`src/rtl/sound_pkg.sv`:
```
// Shared types and constants for the sound sequencer: melody and state
// encodings, note frequency codes, melody lengths and the pending-slot merge.
// Hop support is compiled in only when SOUND_HOP_EN is defined.
package sound_pkg;

    typedef enum logic [1:0] {MEL_NONE, MEL_LOSE, MEL_WIN, MEL_HOP} melody_e;
    typedef enum logic [1:0] {IDLE, PLAY, GAP, DONE} sound_state_e;

    localparam int NOTE_W = 10;
    localparam logic [NOTE_W-1:0] NOTE_C4  = 10'd262;
    localparam logic [NOTE_W-1:0] NOTE_E4  = 10'd330;
    localparam logic [NOTE_W-1:0] NOTE_G4  = 10'd392;
    localparam logic [NOTE_W-1:0] NOTE_C5  = 10'd523;
    localparam logic [NOTE_W-1:0] NOTE_HOP = 10'd660;

    localparam int LOSE_LEN = 3;
    localparam int WIN_LEN  = 4;
    localparam int HOP_LEN  = 1;

    // A lose always wins the slot; a win only fills a slot not holding a lose.
    function automatic melody_e slot_merge(input melody_e cur, input logic lose, input logic win);
        if (lose) return MEL_LOSE;
        if (win && cur != MEL_LOSE) return MEL_WIN;
        return cur;
    endfunction

endpackage

```
`src/rtl/sound_melody_rom.sv`:
```
// Melody ROM: maps (melody, note index) to the note's frequency code plus
// last-note and short-note flags. The HOP entry exists only with SOUND_HOP_EN.
module sound_melody_rom
    import sound_pkg::*;
#(
    parameter int FREQ_W = 10
) (
    input  melody_e           melody,
    input  logic [1:0]        idx,
    output logic [FREQ_W-1:0] freq,
    output logic              last,
    output logic              short_note
);

    logic [NOTE_W-1:0] code;
    int                len;

    // Table lookup; unknown melodies read as silence with no last flag.
    always_comb begin
        code       = '0;
        len        = 0;
        short_note = 1'b0;
        case (melody)
            MEL_LOSE: begin
                len = LOSE_LEN;
                case (idx)
                    2'd0:    code = NOTE_G4;
                    2'd1:    code = NOTE_E4;
                    default: code = NOTE_C4;
                endcase
            end
            MEL_WIN: begin
                len = WIN_LEN;
                case (idx)
                    2'd0:    code = NOTE_C4;
                    2'd1:    code = NOTE_E4;
                    2'd2:    code = NOTE_G4;
                    default: code = NOTE_C5;
                endcase
            end
`ifdef SOUND_HOP_EN
            MEL_HOP: begin
                len        = HOP_LEN;
                code       = NOTE_HOP;
                short_note = 1'b1;
            end
`endif
            default: begin
                len  = 0;
                code = '0;
            end
        endcase
        freq = FREQ_W'(code);
        last = (len != 0) && (int'(idx) == len - 1);
    end

endmodule

```
`src/rtl/sound_sequencer.sv`:
```
// Sound sequencer: arbitrates lose/win/hop requests and plays the chosen
// melody note by note with fixed note and gap durations. One pending slot
// holds a win/lose request that arrives while a melody is in progress.
// Optional hop support: define SOUND_HOP_EN.
//
//   state | meaning
//   IDLE  | silent, waiting for a request
//   PLAY  | tone on, current note held for its duration
//   GAP   | tone off between notes of one melody
//   DONE  | one-cycle completion pulse, then pending melody or IDLE
module sound_sequencer
    import sound_pkg::*;
#(
    parameter int NOTE_TICKS = 12_500_000,
    parameter int GAP_TICKS  = 2_500_000,
    parameter int FREQ_W     = 10
) (
    input  logic              clk,
    input  logic              reset,
    input  logic              lose_req,
    input  logic              win_req,
    input  logic              hop_req,
    output logic [FREQ_W-1:0] sound_freq_out,
    output logic              enable_sound,
    output logic              busy,
    output logic              done
);

    localparam int CW = $clog2(NOTE_TICKS + 1);
    localparam logic [CW-1:0] LONG_LOAD  = CW'(NOTE_TICKS - 1);
    localparam logic [CW-1:0] SHORT_LOAD = CW'(NOTE_TICKS / 4 - 1);
    localparam logic [CW-1:0] GAP_LOAD   = CW'(GAP_TICKS - 1);

    localparam logic [1:0] ST_IDLE = IDLE;
    localparam logic [1:0] ST_PLAY = PLAY;
    localparam logic [1:0] ST_GAP  = GAP;
    localparam logic [1:0] ST_DONE = DONE;

    logic [1:0]        state, state_n;
    melody_e           mel, mel_n, pend, pend_n, req_mel, cand;
    logic [1:0]        idx, idx_n;
    logic [CW-1:0]     cnt;
    logic              last_q, note_start, gap_start;
    logic [FREQ_W-1:0] rom_freq;
    logic              rom_last, rom_short;

    assign cand = slot_merge(pend, lose_req, win_req);

    // Highest-priority incoming request; hop participates only when enabled.
    always_comb begin
        req_mel = MEL_NONE;
        if (lose_req)     req_mel = MEL_LOSE;
        else if (win_req) req_mel = MEL_WIN;
`ifdef SOUND_HOP_EN
        else if (hop_req) req_mel = MEL_HOP;
`endif
    end

`ifndef SOUND_HOP_EN
    logic unused_hop;
    assign unused_hop = hop_req;
`endif

    // ROM is addressed with the next melody/note so outputs can be registered.
    sound_melody_rom #(.FREQ_W(FREQ_W)) u_rom (
        .melody     (mel_n),
        .idx        (idx_n),
        .freq       (rom_freq),
        .last       (rom_last),
        .short_note (rom_short)
    );

    // Next-state, melody selection and pending-slot update.
    always_comb begin
        state_n    = state;
        mel_n      = mel;
        idx_n      = idx;
        pend_n     = pend;
        note_start = 1'b0;
        gap_start  = 1'b0;
        case (state)
            ST_IDLE: begin
                if (req_mel != MEL_NONE) begin
                    state_n    = ST_PLAY;
                    mel_n      = req_mel;
                    idx_n      = 2'd0;
                    note_start = 1'b1;
                    if (lose_req && win_req) pend_n = MEL_WIN;
                end
            end
            ST_PLAY, ST_GAP: begin
`ifdef SOUND_HOP_EN
                if (mel == MEL_HOP && (lose_req || win_req)) begin
                    state_n    = ST_PLAY;
                    mel_n      = req_mel;
                    idx_n      = 2'd0;
                    note_start = 1'b1;
                    if (lose_req && win_req) pend_n = MEL_WIN;
                end else
`endif
                begin
                    pend_n = cand;
                    if (cnt == '0) begin
                        if (state == ST_PLAY) begin
                            if (last_q) begin
                                state_n = ST_DONE;
                            end else begin
                                state_n   = ST_GAP;
                                gap_start = 1'b1;
                            end
                        end else begin
                            state_n    = ST_PLAY;
                            idx_n      = idx + 2'd1;
                            note_start = 1'b1;
                        end
                    end
                end
            end
            ST_DONE: begin
                pend_n = MEL_NONE;
                if (cand != MEL_NONE) begin
                    state_n    = ST_PLAY;
                    mel_n      = cand;
                    idx_n      = 2'd0;
                    note_start = 1'b1;
                end else begin
                    state_n = ST_IDLE;
                    mel_n   = MEL_NONE;
                    idx_n   = 2'd0;
                end
            end
            default: begin
                state_n = ST_IDLE;
                mel_n   = MEL_NONE;
            end
        endcase
    end

    // State, tick counter and registered outputs.
    always_ff @(posedge clk) begin
        if (reset) begin
            state          <= ST_IDLE;
            mel            <= MEL_NONE;
            pend           <= MEL_NONE;
            idx            <= 2'd0;
            cnt            <= '0;
            last_q         <= 1'b0;
            sound_freq_out <= '0;
            enable_sound   <= 1'b0;
            busy           <= 1'b0;
            done           <= 1'b0;
        end else begin
            state <= state_n;
            mel   <= mel_n;
            pend  <= pend_n;
            idx   <= idx_n;
            if (note_start) begin
                cnt    <= rom_short ? SHORT_LOAD : LONG_LOAD;
                last_q <= rom_last;
            end else if (gap_start) begin
                cnt <= GAP_LOAD;
            end else if (cnt != '0) begin
                cnt <= cnt - CW'(1);
            end
            sound_freq_out <= (state_n == ST_PLAY) ? rom_freq : '0;
            enable_sound   <= (state_n == ST_PLAY);
            busy           <= (state_n == ST_PLAY) || (state_n == ST_GAP);
            done           <= (state_n == ST_DONE);
        end
    end

endmodule

```
`config.mk`:
```
export PLATFORM = sky130hd
export DESIGN_NAME = sound_sequencer
export DESIGN_NICKNAME = d
export VERILOG_FILES = /design/src/rtl/sound_pkg.sv /design/src/rtl/sound_melody_rom.sv /design/src/rtl/sound_sequencer.sv
export SDC_FILE = /design/constraint.sdc
export NUM_CORES = 1
export LEC_CHECK = 0
export CAP_MARGIN = 20
export CORE_MARGIN = 10
export CORE_UTILIZATION = 30
export DETAILED_ROUTE_END_ITERATION = 12
export SLEW_MARGIN = 20
export SYNTH_ARGS = -nofsm -noshare
export SYNTH_HDL_FRONTEND = slang
export SYNTH_SLANG_ARGS = --single-unit
export TNS_END_PERCENT = 30
```
`constraint.sdc`:
```
create_clock -name clk -period 3.1 [get_ports clk]
set_input_delay 0.465 -clock clk [delete_from_list [all_inputs] [get_ports clk]]
set_output_delay 0.465 -clock clk [all_outputs]
set_load 0.1 [all_outputs]
```
==> results.json <==
{
  "synth_top_area_share_pct": 36.5,
  "overflow": 0,
  "p_leak_nw": 1.07,
  "status": "finished clean",
  "synth_edf_count": 0,
  "dp_hpwl_um": 3810,
  "postRouteAntennaNets": 0,
  "vias_per_cell": 4.99,
  "drc_errors": 0,
  "cts_made_buffers": 5,
  "final_max_slew_viol_count": 0,
  "ys_seq_area_share_pct": 36.5,
  "async_flop_share_pct": 0,
  "crit_fanout": 7,
  "grt_pass1_wl_um": 9120,
  "critical_path_arrival_ns": 3.18,
  "port_buffers": 14,
  "h-tree-depth": 2,
  "intPower_mw": 0.943,
  "whs_path_depth": 2,
  "max_stage_delay_ns": 0.56,
  "most-common-layout-cells": "dfxtp_1 (43), buf_4 (32), nor2_1 (30)",
  "start_util_pct": 30.7,
  "wl_per_cell_um": 13.0,
  "p_comb_share_pct": 30.6,
  "hp-class": "flop to flop",
  "grt_pass1_vias": 1943,
  "crit_family": "simple AND/OR/NAND/NOR gates",
  "cts_tree": "built",
  "cp-end-kind": "flop",
  "clkPwrFrac_pct": 25.1,
  "yosysWarnings": 0,
  "dieHeight_um": 109,
  "switching_share_pct": 34.7,
  "syn_area_per_cell_um2": 8.19,
  "skew_ns": 0.00841,
  "final_common_cell": "dfxtp_1",
  "hold_start": "cnt[5]$_SDFFE_PP0P_",
  "postCtsHoldBufs": 0,
  "synth_cells": 288,
  "drt_first_pass_iters": 4,
  "cts_max_path_buffers": 2,
  "synth.area.top_cells": "dfxtp_1 (36%), a21oi_1 (6.4%), ha_1 (4.8%)",
  "die_area_mm2": 0.0118,
  "insertedDiodeCount": 0,
  "reg2reg_slack_ns": 0.14,
  "core_area_mm2": 0.00769,
  "clk_latency_ns": 0.30,
  "cap_viol_max_count": 0,
  "r2r_start": "cnt[15]$_SDFFE_PP0P_",
  "fin_crit_ns": 2.96,
  "whs_endpoint": "cnt[5]$_SDFFE_PP0P_",
  "dieWidth_um": 109,
  "drt_iter0_drc": 103,
  "ir_drop_mv": 0.188,
  "finalSetupTns_ns": 0,
  "slowest_stage": "or4_4",
  "layout-drive-gt1-share_pct": 18.1,
  "globalplace.congestion": 0.863,
  "path_class": "flop to flop",
  "areaGrowthSynthToFinish_pct": 17.7,
  "pwr-share-seq_pct": 44.3,
  "synth_cell_types": 52,
  "path_clk_slew_ns": 0.08,
  "routed_wl_um": 5370,
  "finalSetupViolations": 0,
  "crit_required_ns": 3.32,
  "r2r-end": "sound_freq_out[1]$_SDFF_PP0_",
  "timing.critical_path.buf_inv": 0,
  "hold_viol": 0,
  "period_share_pct": 95.5,
  "p_total_mw": 1.44,
  "synth_ff_type": "dfxtp_1",
  "antenna_found_initial": 0,
  "rows": 32,
  "reg2reg_depth": 12,
  "synth_seq_cells": 43,
  "synth_area_mm2": 0.00236,
  "cts_root_buffer": "clkbuf_8",
  "whs_ns": 0.500,
  "yosys.area.top_type": "dfxtp_1",
  "p_switching_mw": 0.501,
  "track_usage_pct": 9.27,
  "vias": 2057,
  "worstPathCellList": "or4_4, or2_1, or3_4, a21oi_2, nor2_1, a21oi_2, ha_2, nor2b_2, nor2b_4, nand2_1, a221o_1, o211ai_1",
  "num-nets-final": 324,
  "grt_start_max_net_pins": 30,
  "io_pins": 18,
  "crit_path_start_kind": "flop",
  "max_freq_mhz": 338,
  "cpMostUsedCell": "a21oi_2",
  "cts.sinks": 43,
  "powerDensity_mw_per_mm2": 520
}
[worst min-delay path, delay by kind of cell (launching register included)]
kind / cells / cell delay, ns
AOI/OAI and AO/OA: 1 / 0.05
DFF: 1 / 0.34
and+or+nand+nor: 1 / 0.06
[sequential cells by signal, summed over array words and instances, names as in the netlist]
signal and flops:
busy 1, cnt 24, idx 2, sound_freq_out 7, last_q 1, pend 2, enable_sound 1, state 2
mel 2, done 1
[Yosys cell counts (2+ instances only)]
cell type,n
or4_1,2
a21o_1,2
mux2i_1,2
or3_1,5
nand2b_1,4
a31oi_1,2
and3_1,2
inv_1,11
buf_4,3
xor2_1,11
buf_6,3
nor2b_1,6
a21oi_1,30
nand3_1,6
dfxtp_1,43
buf_2,2
o32ai_1,2
o21ai_0,10
nor3b_1,2
ha_1,9
nor4_1,9
o211ai_1,2
nor2_1,30
a211oi_1,2
nand2_1,21
nor3_1,13
nand4_1,9
clkbuf_1,12
xnor2_1,10
[kinds of logic (layout without fill, tap and decap cells)]
logic type,Yosys count,count (layout),synth area share (%)
mux,3,3,1.33
buf+inv,32,53,6.63
compound gates,60,60,15.9
other cells,1,2,0.159
fa+ha+maj,9,9,4.77
simple gates,119,119,26.9
flops,43,43,36.5
xor+xnor,21,21,7.80
[metal layers]
metal | global-route usage [%] | part of all wire, %
met5 | 0 | 0
met4 | 3.67 | 1.7
met3 | 1.77 | 2.9
met2 | 14.4 | 46
met1 | 12.4 | 50
[area by class of cell]
| class | count | area, um^2 |
|---|---|---|
| inverter | 11 | 41.3 |
| multi-input combinational | 214 | 1390 |
| clock inverter | 1 | 5.00 |
| fill | 839 | 4910 |
| sequential | 43 | 861 |
| clock buffer | 6 | 82.6 |
| timing repair buffer | 35 | 270 |
| tap | 102 | 128 |
[power by group through the flow]
| stage | clock network [mW] | logic [mW] | registers (mW) |
|---|---|---|---|
| after floorplan | 0 | 0.272 | 0.694 |
| after CTS | 0.379 | 0.433 | 0.639 |
| final | 0.362 | 0.442 | 0.640 |
| after global placement | 0 | 0.427 | 0.650 |
| after detailed placement | 0 | 0.431 | 0.652 |
| after global routing | 0.398 | 0.487 | 0.648 |
[through the flow]
step                utilization, %  instances  area, um^2  setup WS, ns
CTS                           35.6        411        2740        0.0524
floorplan                        -        289        2370        0.0194
global placement              34.4        404        2650         0.105
finish                        36.1        412        2780         0.141
detailed placement            34.4        404        2650        0.0839
global route                  36.1        412        2780       -0.0169
[repair_timing]
item                                    4_1_cts  5_1_grt
gates resized for setup                       0        8
setup buffers                                 0        1
endpoints found under the setup margin        0        5
[how the worst max path moves through the flow]
stage	start	endpoint	slack (ns)	cells after the start
after floorplan	cnt[15]$_SDFFE_PP0P_	sound_freq_out[1]$_SDFF_PP0_	0.02	15
after global placement	cnt[15]$_SDFFE_PP0P_	sound_freq_out[1]$_SDFF_PP0_	0.10	12
after detailed placement	cnt[15]$_SDFFE_PP0P_	sound_freq_out[1]$_SDFF_PP0_	0.08	12
after CTS	cnt[15]$_SDFFE_PP0P_	sound_freq_out[1]$_SDFF_PP0_	0.05	12
after global routing	cnt[15]$_SDFFE_PP0P_	sound_freq_out[1]$_SDFF_PP0_	-0.02	12
final	cnt[15]$_SDFFE_PP0P_	sound_freq_out[1]$_SDFF_PP0_	0.14	12
Note: power is estimated with default switching activity, not from simulation.
